`config.mk`:
```
export PLATFORM = sky130hd
export DESIGN_NAME = mem2_load_align
export DESIGN_NICKNAME = d
export VERILOG_FILES = /design/src/rtl/mem2_load_align.sv
export SDC_FILE = /design/constraint.sdc
export NUM_CORES = 1
export LEC_CHECK = 0
export BUFFER_PORTS_ARGS = -buffer_cell sky130_fd_sc_hd__buf_2
export CAP_MARGIN = 40
export CORE_ASPECT_RATIO = 1.4
export CORE_MARGIN = 3
export CORE_UTILIZATION = 49
export CTS_CLUSTER_SIZE = 28
export DETAILED_ROUTE_END_ITERATION = 10
export GPL_ROUTABILITY_DRIVEN = 0
export PLACE_DENSITY = 0.78
export SYNTH_ARGS = -nofsm -noshare
export SYNTH_HDL_FRONTEND = slang
export SYNTH_SLANG_ARGS = --single-unit
```
`constraint.sdc`:
```
create_clock -name clk -period 2.2 [get_ports clk]
set_input_delay 0.22 -clock clk [delete_from_list [all_inputs] [get_ports clk]]
set_output_delay 0.22 -clock clk [all_outputs]
set_load 0.01 [all_outputs]
```
`src/rtl/mem2_load_align.sv`:
```
// mem2_load_align: writeback-side load alignment stage.
//
// Takes raw data-SRAM read beats from MEM1, extracts the addressed bytes,
// merges the two beats of a load that crosses an XLEN/8 boundary, and
// zero/sign-extends the result into a single-entry writeback register.
//
// Ports:
//   clk, rst_n          clock, synchronous active-low reset
//   flush               drop buffered/incoming work, invalidate output
//   in_*                MEM1 beat with valid/ready handshake
//   out_*               writeback entry with valid/ready handshake
//   fwd_we/waddr/wdata  forwarding view of the writeback entry
//   fwd_pending*        a split load is waiting for its second beat
module mem2_load_align #(
    parameter int unsigned XLEN   = 64,
    parameter int unsigned RF_AW  = 5,
    parameter int unsigned INST_W = 32,
    parameter int unsigned OFS_W  = $clog2(XLEN / 8)
) (
    input  logic              clk,
    input  logic              rst_n,
    input  logic              flush,
    input  logic              in_valid,
    output logic              in_ready,
    input  logic [XLEN-1:0]   in_rdata,
    input  logic [OFS_W-1:0]  in_offset,
    input  logic [1:0]        in_size,
    input  logic              in_unsigned,
    input  logic              in_is_load,
    input  logic              in_split,
    input  logic              in_rf_we,
    input  logic [RF_AW-1:0]  in_rf_waddr,
    input  logic [XLEN-1:0]   in_ex_result,
    input  logic [XLEN-1:0]   in_pc,
    input  logic [INST_W-1:0] in_inst,
    output logic              out_valid,
    input  logic              out_ready,
    output logic              out_rf_we,
    output logic [RF_AW-1:0]  out_rf_waddr,
    output logic [XLEN-1:0]   out_rf_wdata,
    output logic [XLEN-1:0]   out_pc,
    output logic [INST_W-1:0] out_inst,
    output logic              fwd_we,
    output logic [RF_AW-1:0]  fwd_waddr,
    output logic [XLEN-1:0]   fwd_wdata,
    output logic              fwd_pending,
    output logic [RF_AW-1:0]  fwd_pending_waddr
);

    typedef enum logic {StIdle, StWaitHi} state_e;

    state_e state_q, state_d;

    // Lo-beat buffer for boundary-crossing loads
    logic [XLEN-1:0]   lo_data_q;
    logic [OFS_W-1:0]  lo_offset_q;
    logic [1:0]        lo_size_q;
    logic              lo_unsigned_q;
    logic              lo_rf_we_q;
    logic [RF_AW-1:0]  lo_rf_waddr_q;
    logic [XLEN-1:0]   lo_pc_q;
    logic [INST_W-1:0] lo_inst_q;

    // Writeback register
    logic              out_valid_q;
    logic              out_rf_we_q;
    logic [RF_AW-1:0]  out_rf_waddr_q;
    logic [XLEN-1:0]   out_rf_wdata_q;
    logic [XLEN-1:0]   out_pc_q;
    logic [INST_W-1:0] out_inst_q;

    logic accept;
    logic hi_beat;
    logic start_split;

    assign in_ready    = !out_valid_q || out_ready;
    assign accept      = in_valid && in_ready && !flush;
    assign hi_beat     = (state_q == StWaitHi);
    // A split flag on a non-load is meaningless and ignored
    assign start_split = !hi_beat && in_is_load && in_split;

    // On the hi beat every field except rdata comes from the lo buffer
    logic [OFS_W-1:0]  sel_offset;
    logic [1:0]        sel_size;
    logic              sel_unsigned;
    logic              sel_is_load;
    logic              sel_rf_we;
    logic [RF_AW-1:0]  sel_rf_waddr;
    logic [XLEN-1:0]   sel_pc;
    logic [INST_W-1:0] sel_inst;
    logic [2*XLEN-1:0] window;

    assign sel_offset   = hi_beat ? lo_offset_q   : in_offset;
    assign sel_size     = hi_beat ? lo_size_q     : in_size;
    assign sel_unsigned = hi_beat ? lo_unsigned_q : in_unsigned;
    assign sel_is_load  = hi_beat ? 1'b1          : in_is_load;
    assign sel_rf_we    = hi_beat ? lo_rf_we_q    : in_rf_we;
    assign sel_rf_waddr = hi_beat ? lo_rf_waddr_q : in_rf_waddr;
    assign sel_pc       = hi_beat ? lo_pc_q       : in_pc;
    assign sel_inst     = hi_beat ? lo_inst_q     : in_inst;
    assign window       = hi_beat ? {in_rdata, lo_data_q} : {{XLEN{1'b0}}, in_rdata};

    // Byte extraction and extension
    logic [XLEN-1:0] shifted;
    logic [XLEN-1:0] mask;
    logic [1:0]      eff_size;
    logic            sign;
    logic [XLEN-1:0] load_val;
    logic [XLEN-1:0] wdata_d;

    assign shifted = XLEN'(window >> {sel_offset, 3'b000});

    always_comb begin
        eff_size = sel_size;
        // A doubleword on a 32-bit datapath collapses to a word
        if (XLEN == 32 && sel_size == 2'd3) eff_size = 2'd2;
        mask = '1;
        sign = shifted[XLEN-1];
        case (eff_size)
            2'd0: begin
                mask = XLEN'(8'hFF);
                sign = shifted[7];
            end
            2'd1: begin
                mask = XLEN'(16'hFFFF);
                sign = shifted[15];
            end
            2'd2: begin
                mask = XLEN'(32'hFFFF_FFFF);
                sign = shifted[31];
            end
            default: begin
                mask = '1;
                sign = shifted[XLEN-1];
            end
        endcase
        load_val = (shifted & mask) | ({XLEN{sign && !sel_unsigned}} & ~mask);
        wdata_d  = sel_is_load ? load_val : in_ex_result;
    end

    // FSM: state register
    always_ff @(posedge clk) begin
        if (!rst_n) state_q <= StIdle;
        else        state_q <= state_d;
    end

    // FSM: next state
    always_comb begin
        state_d = state_q;
        if (flush) begin
            state_d = StIdle;
        end else if (accept) begin
            state_d = start_split ? StWaitHi : StIdle;
        end
    end

    // Datapath registers
    always_ff @(posedge clk) begin
        if (!rst_n || flush) begin
            lo_data_q     <= '0;
            lo_offset_q   <= '0;
            lo_size_q     <= '0;
            lo_unsigned_q <= 1'b0;
            lo_rf_we_q    <= 1'b0;
            lo_rf_waddr_q <= '0;
            lo_pc_q       <= '0;
            lo_inst_q     <= '0;
        end else if (accept && start_split) begin
            lo_data_q     <= in_rdata;
            lo_offset_q   <= in_offset;
            lo_size_q     <= in_size;
            lo_unsigned_q <= in_unsigned;
            lo_rf_we_q    <= in_rf_we;
            lo_rf_waddr_q <= in_rf_waddr;
            lo_pc_q       <= in_pc;
            lo_inst_q     <= in_inst;
        end
    end

    always_ff @(posedge clk) begin
        if (!rst_n) begin
            out_valid_q    <= 1'b0;
            out_rf_we_q    <= 1'b0;
            out_rf_waddr_q <= '0;
            out_rf_wdata_q <= '0;
            out_pc_q       <= '0;
            out_inst_q     <= '0;
        end else if (flush) begin
            out_valid_q <= 1'b0;
        end else begin
            if (out_ready) out_valid_q <= 1'b0;
            if (accept && !start_split) begin
                out_valid_q    <= 1'b1;
                out_rf_we_q    <= sel_rf_we && (sel_rf_waddr != '0);
                out_rf_waddr_q <= sel_rf_waddr;
                out_rf_wdata_q <= wdata_d;
                out_pc_q       <= sel_pc;
                out_inst_q     <= sel_inst;
            end
        end
    end

    // FSM: outputs
    always_comb begin
        out_valid         = out_valid_q;
        out_rf_we         = out_rf_we_q;
        out_rf_waddr      = out_rf_waddr_q;
        out_rf_wdata      = out_rf_wdata_q;
        out_pc            = out_pc_q;
        out_inst          = out_inst_q;
        fwd_we            = out_valid_q && out_rf_we_q;
        fwd_waddr         = out_rf_waddr_q;
        fwd_wdata         = out_rf_wdata_q;
        fwd_pending       = (state_q == StWaitHi);
        fwd_pending_waddr = (state_q == StWaitHi) ? lo_rf_waddr_q : '0;
    end

endmodule

```
# [After elaboration in Yosys (flattened, before gate mapping)]
# Index checks and enable logic that the tools add are counted.
[classes] n_eq_ne=2 bitwise=6 reduce_logical=22 shift=1 n_mux=16
[op_table] operator="one-hot mux 64 bit (3 select lines)" n=1
[op_table] operator="bitwise AND 64 bit" n=2
[op_table] operator="2-to-1 mux 128 bit" n=1
[op_table] operator="2-to-1 mux 64 bit" n=2
[op_table] operator="right shift 128 x 6 -> 64 bit" n=1
[op_table] operator="inverter 64 bit" n=1
[op_table] operator="OR 64 bit" n=1
[op_table] operator="2-to-1 mux 32 bit" n=1
[op_table] operator="2-to-1 mux 5 bit" n=2
[op_table] operator="logical AND 1 bit" n=9
[op_table] operator="logical NOT 1 bit" n=6
[op_table] operator="2-to-1 mux 1 bit" n=6
[op_table] operator="nonzero test 5 bit" n=1
[op_table] operator="2-to-1 mux 3 bit" n=1
[op_table] operator="one-hot mux 1 bit (3 select lines)" n=1
[op_table] operator="== test 2 x 1 -> 1 bit, second input constant" n=1
[op_table] operator="== test 2 bit, second input constant" n=1
[op_table] operator="logical NOT 2 bit" n=1
[op_table] operator="logical OR 1 bit" n=2
[op_table] operator="2-to-1 mux 2 bit" n=1
[op_table] operator="inverter 1 bit" n=2
[op_table] operator="AND reduction 2 bit" n=1
[op_table] operator="nonzero test 2 bit" n=1
[op_table] operator="OR reduction 2 bit" n=1
[totals] inputBits=243 out_inout_bits=244 register_bits=340 word_cells=62

# [Depth between registers and ports, before layout]
[logic_depth] depth_word=7 mapped_depth=11 ltp_nobuf=6

# [Worst setup path after synthesis]
# No wires, ideal clock.
[synth_timing] path_type="reg-to-reg" from="reg state_q (netlist: fwd_pending)" to="reg out_rf_wdata_q[20] (netlist: fwd_wdata[20])" synth_period_minus_slack_ns=2.424 n_path_buf=3 t_required_ns=2.071 arrival_ns=2.295 path_slack_ns=-0.224 setup_time_ns=0.129 stages_incl_launch_ff=10 path_cell_list="dfxtp_1 -> buf_6 -> or2_1 -> buf_6 -> o22a_4 -> o32ai_4 -> a211oi_2 -> nor4_4 -> buf_6 -> o211ai_2"
[synth_via] elab_chain_cells=7 elab_cells_between_ends=24 classes_between="eq/ne: 2; shift: 1; mux: 8; bitwise: 4; reduce/logical: 9"
[synth_rtl] element="from (decl)" line_no="52" text="state_e state_q, state_d;"
[synth_rtl] element="from (signal assigned)" line_no="143" text="if (!rst_n) state_q <= StIdle;"
[synth_rtl] element="from (signal assigned)" line_no="144" text="else state_q <= state_d;"
[synth_rtl] element="2-to-1 mux 128 bit, or another cell as far along" line_no="101" text="assign window = hi_beat ? {in_rdata, lo_data_q} : {{XLEN{1'b0}}, in_rdata};"
[synth_rtl] element="right shift 128 x 6 -> 64 bit, or another cell as far along" line_no="111" text="assign shifted = XLEN'(window >> {sel_offset, 3'b000});"
[synth_rtl] element="one-hot mux 1 bit (3 select lines) or one-hot mux 64 bit (3 select lines) (tied branches)" line_no="119" text="case (eff_size)"
[synth_rtl] element="logical AND 1 bit or inverter 64 bit (tied branches)" line_no="137" text="load_val = (shifted & mask) | ({XLEN{sign && !sel_unsigned}} & ~mask);"
[synth_rtl] element="bitwise AND 64 bit" line_no="137"
[synth_rtl] element="OR 64 bit" line_no="137"
[synth_rtl] element="2-to-1 mux 64 bit" line_no="138" text="wdata_d = sel_is_load ? load_val : in_ex_result;"
[synth_rtl] element="to (signal assigned)" line_no="196" text="out_rf_wdata_q <= wdata_d;"
[synth_rtl] element="to (decl)" line_no="68" text="logic [XLEN-1:0] out_rf_wdata_q;"
# Parallel ways exist; a longest one is shown, timed or not.
# A chain may end at the register's enable or synchronous reset.

# [Final worst setup path]
[layout_timing] from="reg state_q (netlist: fwd_pending)" to="reg out_rf_wdata_q[53] (netlist: fwd_wdata[53])"
# The elaborated chain is that of the path after synthesis.

==> flow_summary.ini <==
[run_status]
status = complete, but fails checks
violations = setup timing

[timing]
timing.fmax_mhz = 406.1
hold_viol = 0
fin_ws_ps = -262.6
min_period_ps = 2463
worst_pin_slew_ps = 796.3
setup_viol = 60
skew_ps = 37.86
finalCritPeriodShare = 1.119
timing.slew.headroom = 0.4679
final-max-slew-violation-count = 0
rsz0062_at_grt = true

[detailed_routing]
drtIter0Drc = 2870
vias = 21260
routedWlPerCell_microns = 24.73
drc = 0
drt_wl_total_microns = 81730
viasPerCell = 6.433
drt_first_pass_iters = 6
ant_nets = 0

[synthesis]
ys_seq_area_frac = 0.3627
synth.area.top_cells = dfxtp_1, mux2i_1, nand2_1, mux4_2, a21oi_1
synth_common_cells = nand2_1, dfxtp_1, mux2i_1
synth_cell_type_count = 57
syn_inst = 2190
synth_ff_type = dfxtp_1
synth_edf_count = 0
synthArstFlopShare = 0
synth_fp_nets = 2433
syn_area_sq_um = 18770
yosysTopAreaCellShare = 0.3627
yosysTopAreaCell = dfxtp_1
yosysWarnings = 0
syn_avg_cell_area_sq_um = 8.569
yosysMostFrequentCell = nand2_1
ys_seq_elements = 340

[min_path]
hold_depth = 3
hold_path.class = input pin to flop

[cts]
clock_sinks = 340
cts_tree = built
htree_levels = 2
insertion_delay_ps = 560
clock_path_buffers = 3
numCtsBuffers = 35
cts_root_buffer = clkbuf_16
clk_pin_slew_ps = 70

[cells_and_area]
fin_nets = 3045
area_growth_pct = 37.84
drive_gt1_frac = 0.3192
layoutNonFillerInstCount = 3305

[worst_setup_path]
slowest_delay_ps = 400
crit_arrival_ps = 2940
worst-path-stages = 9
cp.buffers_inverters = 3
crit_type = flop to flop
crit_path_end_kind = flop
crit_fanout = 14
crit_family = compound AO/OA/AOI/OAI gates
crit_slowest_cell = dfxtp_4
worstPathCellList = buf_6, buf_8, nor2b_1, a32o_1, nand4_1, buf_12, o22ai_2, o21ai_0, o211ai_2
rr_worst_depth = 9
cp.required_ps = 2670
startpoint_type = flop

[floorplanning]
die_x_microns = 171.4
initial_utilization = 0.4973
ios = 487
dieArea_sq_um = 40710
row_count = 84
core_area_sq_um = 37730
die_h_microns = 237.6

[power]
p_leak_uw = 0.01015
switchingPower_uw = 4654
pwr-share-clk = 0.382
vdd_ir_drop_max_mv = 0.6221
seqPwrFrac = 0.416
power-per-cell-area_nw_per_um2 = 610.0
power_uw = 15780
pwr-share-comb = 0.202
swShare = 0.2949
internal-power_uw = 11130

[global_route]
grt_max_degree = 107
antenna_found_initial = 7
track_usage = 0.3789
grt_pass1_wl_microns = 120900
grt_pass1_vias = 21140
gr-total-overflow = 0

[placement]
hpwl_microns = 50220
port_buffers = 486
dp_cells = 3015

[run]
drv_cap = 0
-- stage by stage --
stage	hold slack, ps	instance area (sq um)	setup slack [ps]	utilization	setup TNS [ps]
floorplan	356.0	18810	-106.6	-	-4704
global placement	440.7	21870	-300.5	0.5797	-14540
detailed placement	446.1	21870	-404.1	0.5797	-20030
CTS	1.517	25560	-101.8	0.6774	-3443
global route	9.600	25870	-312.4	0.6856	-12370
finish	15.01	25870	-262.6	0.6856	-8977
-- registers in the layout, summed over array words and instances, names as in the netlist --
name	count
lo_size_q	2
lo_unsigned_q	1
out_valid	1
out_inst	32
out_rf_we	1
lo_inst_q	32
lo_rf_waddr_q	5
lo_data_q	64
fwd_wdata	64
lo_pc_q	64
lo_offset_q	3
out_pc	64
lo_rf_we_q	1
fwd_waddr	5
fwd_pending	1
-- worst paths after layout --
path,start,endpoint,slack (ps)
setup reg to reg,fwd_pending,fwd_wdata[53],-260
setup / recovery,fwd_pending,fwd_wdata[53],-260
hold reg to reg,lo_data_q[3],lo_data_q[3],450
hold / removal,in_ex_result[28],fwd_wdata[28],20
-- power by group through the flow --
stage | clock network (uW) | logic [uW] | registers [uW]
after floorplan | 0 | 1310 | 6720
after global placement | 0 | 2420 | 6660
after detailed placement | 0 | 2470 | 6670
after CTS | 6010 | 2940 | 6540
after global routing | 6270 | 3320 | 6580
final | 6030 | 3180 | 6570
-- layer usage --
metal  up-vias  global-route usage  share of wire
met5         -                   0              0
met1      9777              0.4061           0.32
met2      1884              0.6162           0.46
li1       9038                   -              -
met4         0              0.2989          0.098
met3       563              0.1151           0.12
-- repair_timing --
item / in CTS / in global routing
setup endpoints to repair: 65 / 157
hold buffers: 184 / 0
cloned: 6 / 3
resized for setup: 73 / 41
pin swaps: 57 / 8
setup buffers: 27 / 5
hold endpoints to repair: 184 / 0
-- placed cells by master (no fill, tap or decap), types with 25 or more instances in the layout --
cell,Yosys,layout
buf_2,30,485
nand2_1,446,443
dfxtp_1,340,338
mux2i_1,255,246
a21oi_1,203,202
dlygate4sd3_1,0,184
nor2_1,166,164
buf_4,69,108
a211oi_1,105,82
mux4_2,57,57
o211ai_1,55,55
o21ai_0,55,53
o211ai_2,39,38
clkbuf_16,0,38
buf_12,0,25
-- worst reg2reg max path, delay by kind of cell, from the launching register on --
| kind | cells | cell delay, ps |
|---|---|---|
| AND/OR/NAND/NOR | 2 | 490 |
| flip-flops | 1 | 400 |
| buffers and inverters | 3 | 510 |
| AO/OA/AOI/OAI | 4 | 1020 |
-- logic make-up after synthesis --
kind of cell | count (synthesis) | synth area share
flops | 340 | 0.3627
mux | 325 | 0.2128
simple gates | 689 | 0.1477
compound gates | 567 | 0.2040
buf+inv | 269 | 0.07281
-- layout make-up --
type                            instances  area [sq um]
Fill cell                            2570         11860
Clock inverter                         14         167.7
Tap cell                              473         591.8
Inverter                                4         16.27
Antenna cell                            6         15.01
Sequential cell                       340          6814
Multi-Input combinational cell       1581         11050
Clock buffer                           47         960.9
Timing Repair Buffer                  840          6252
No activity file was read; power rests on OpenSTA's default activity.
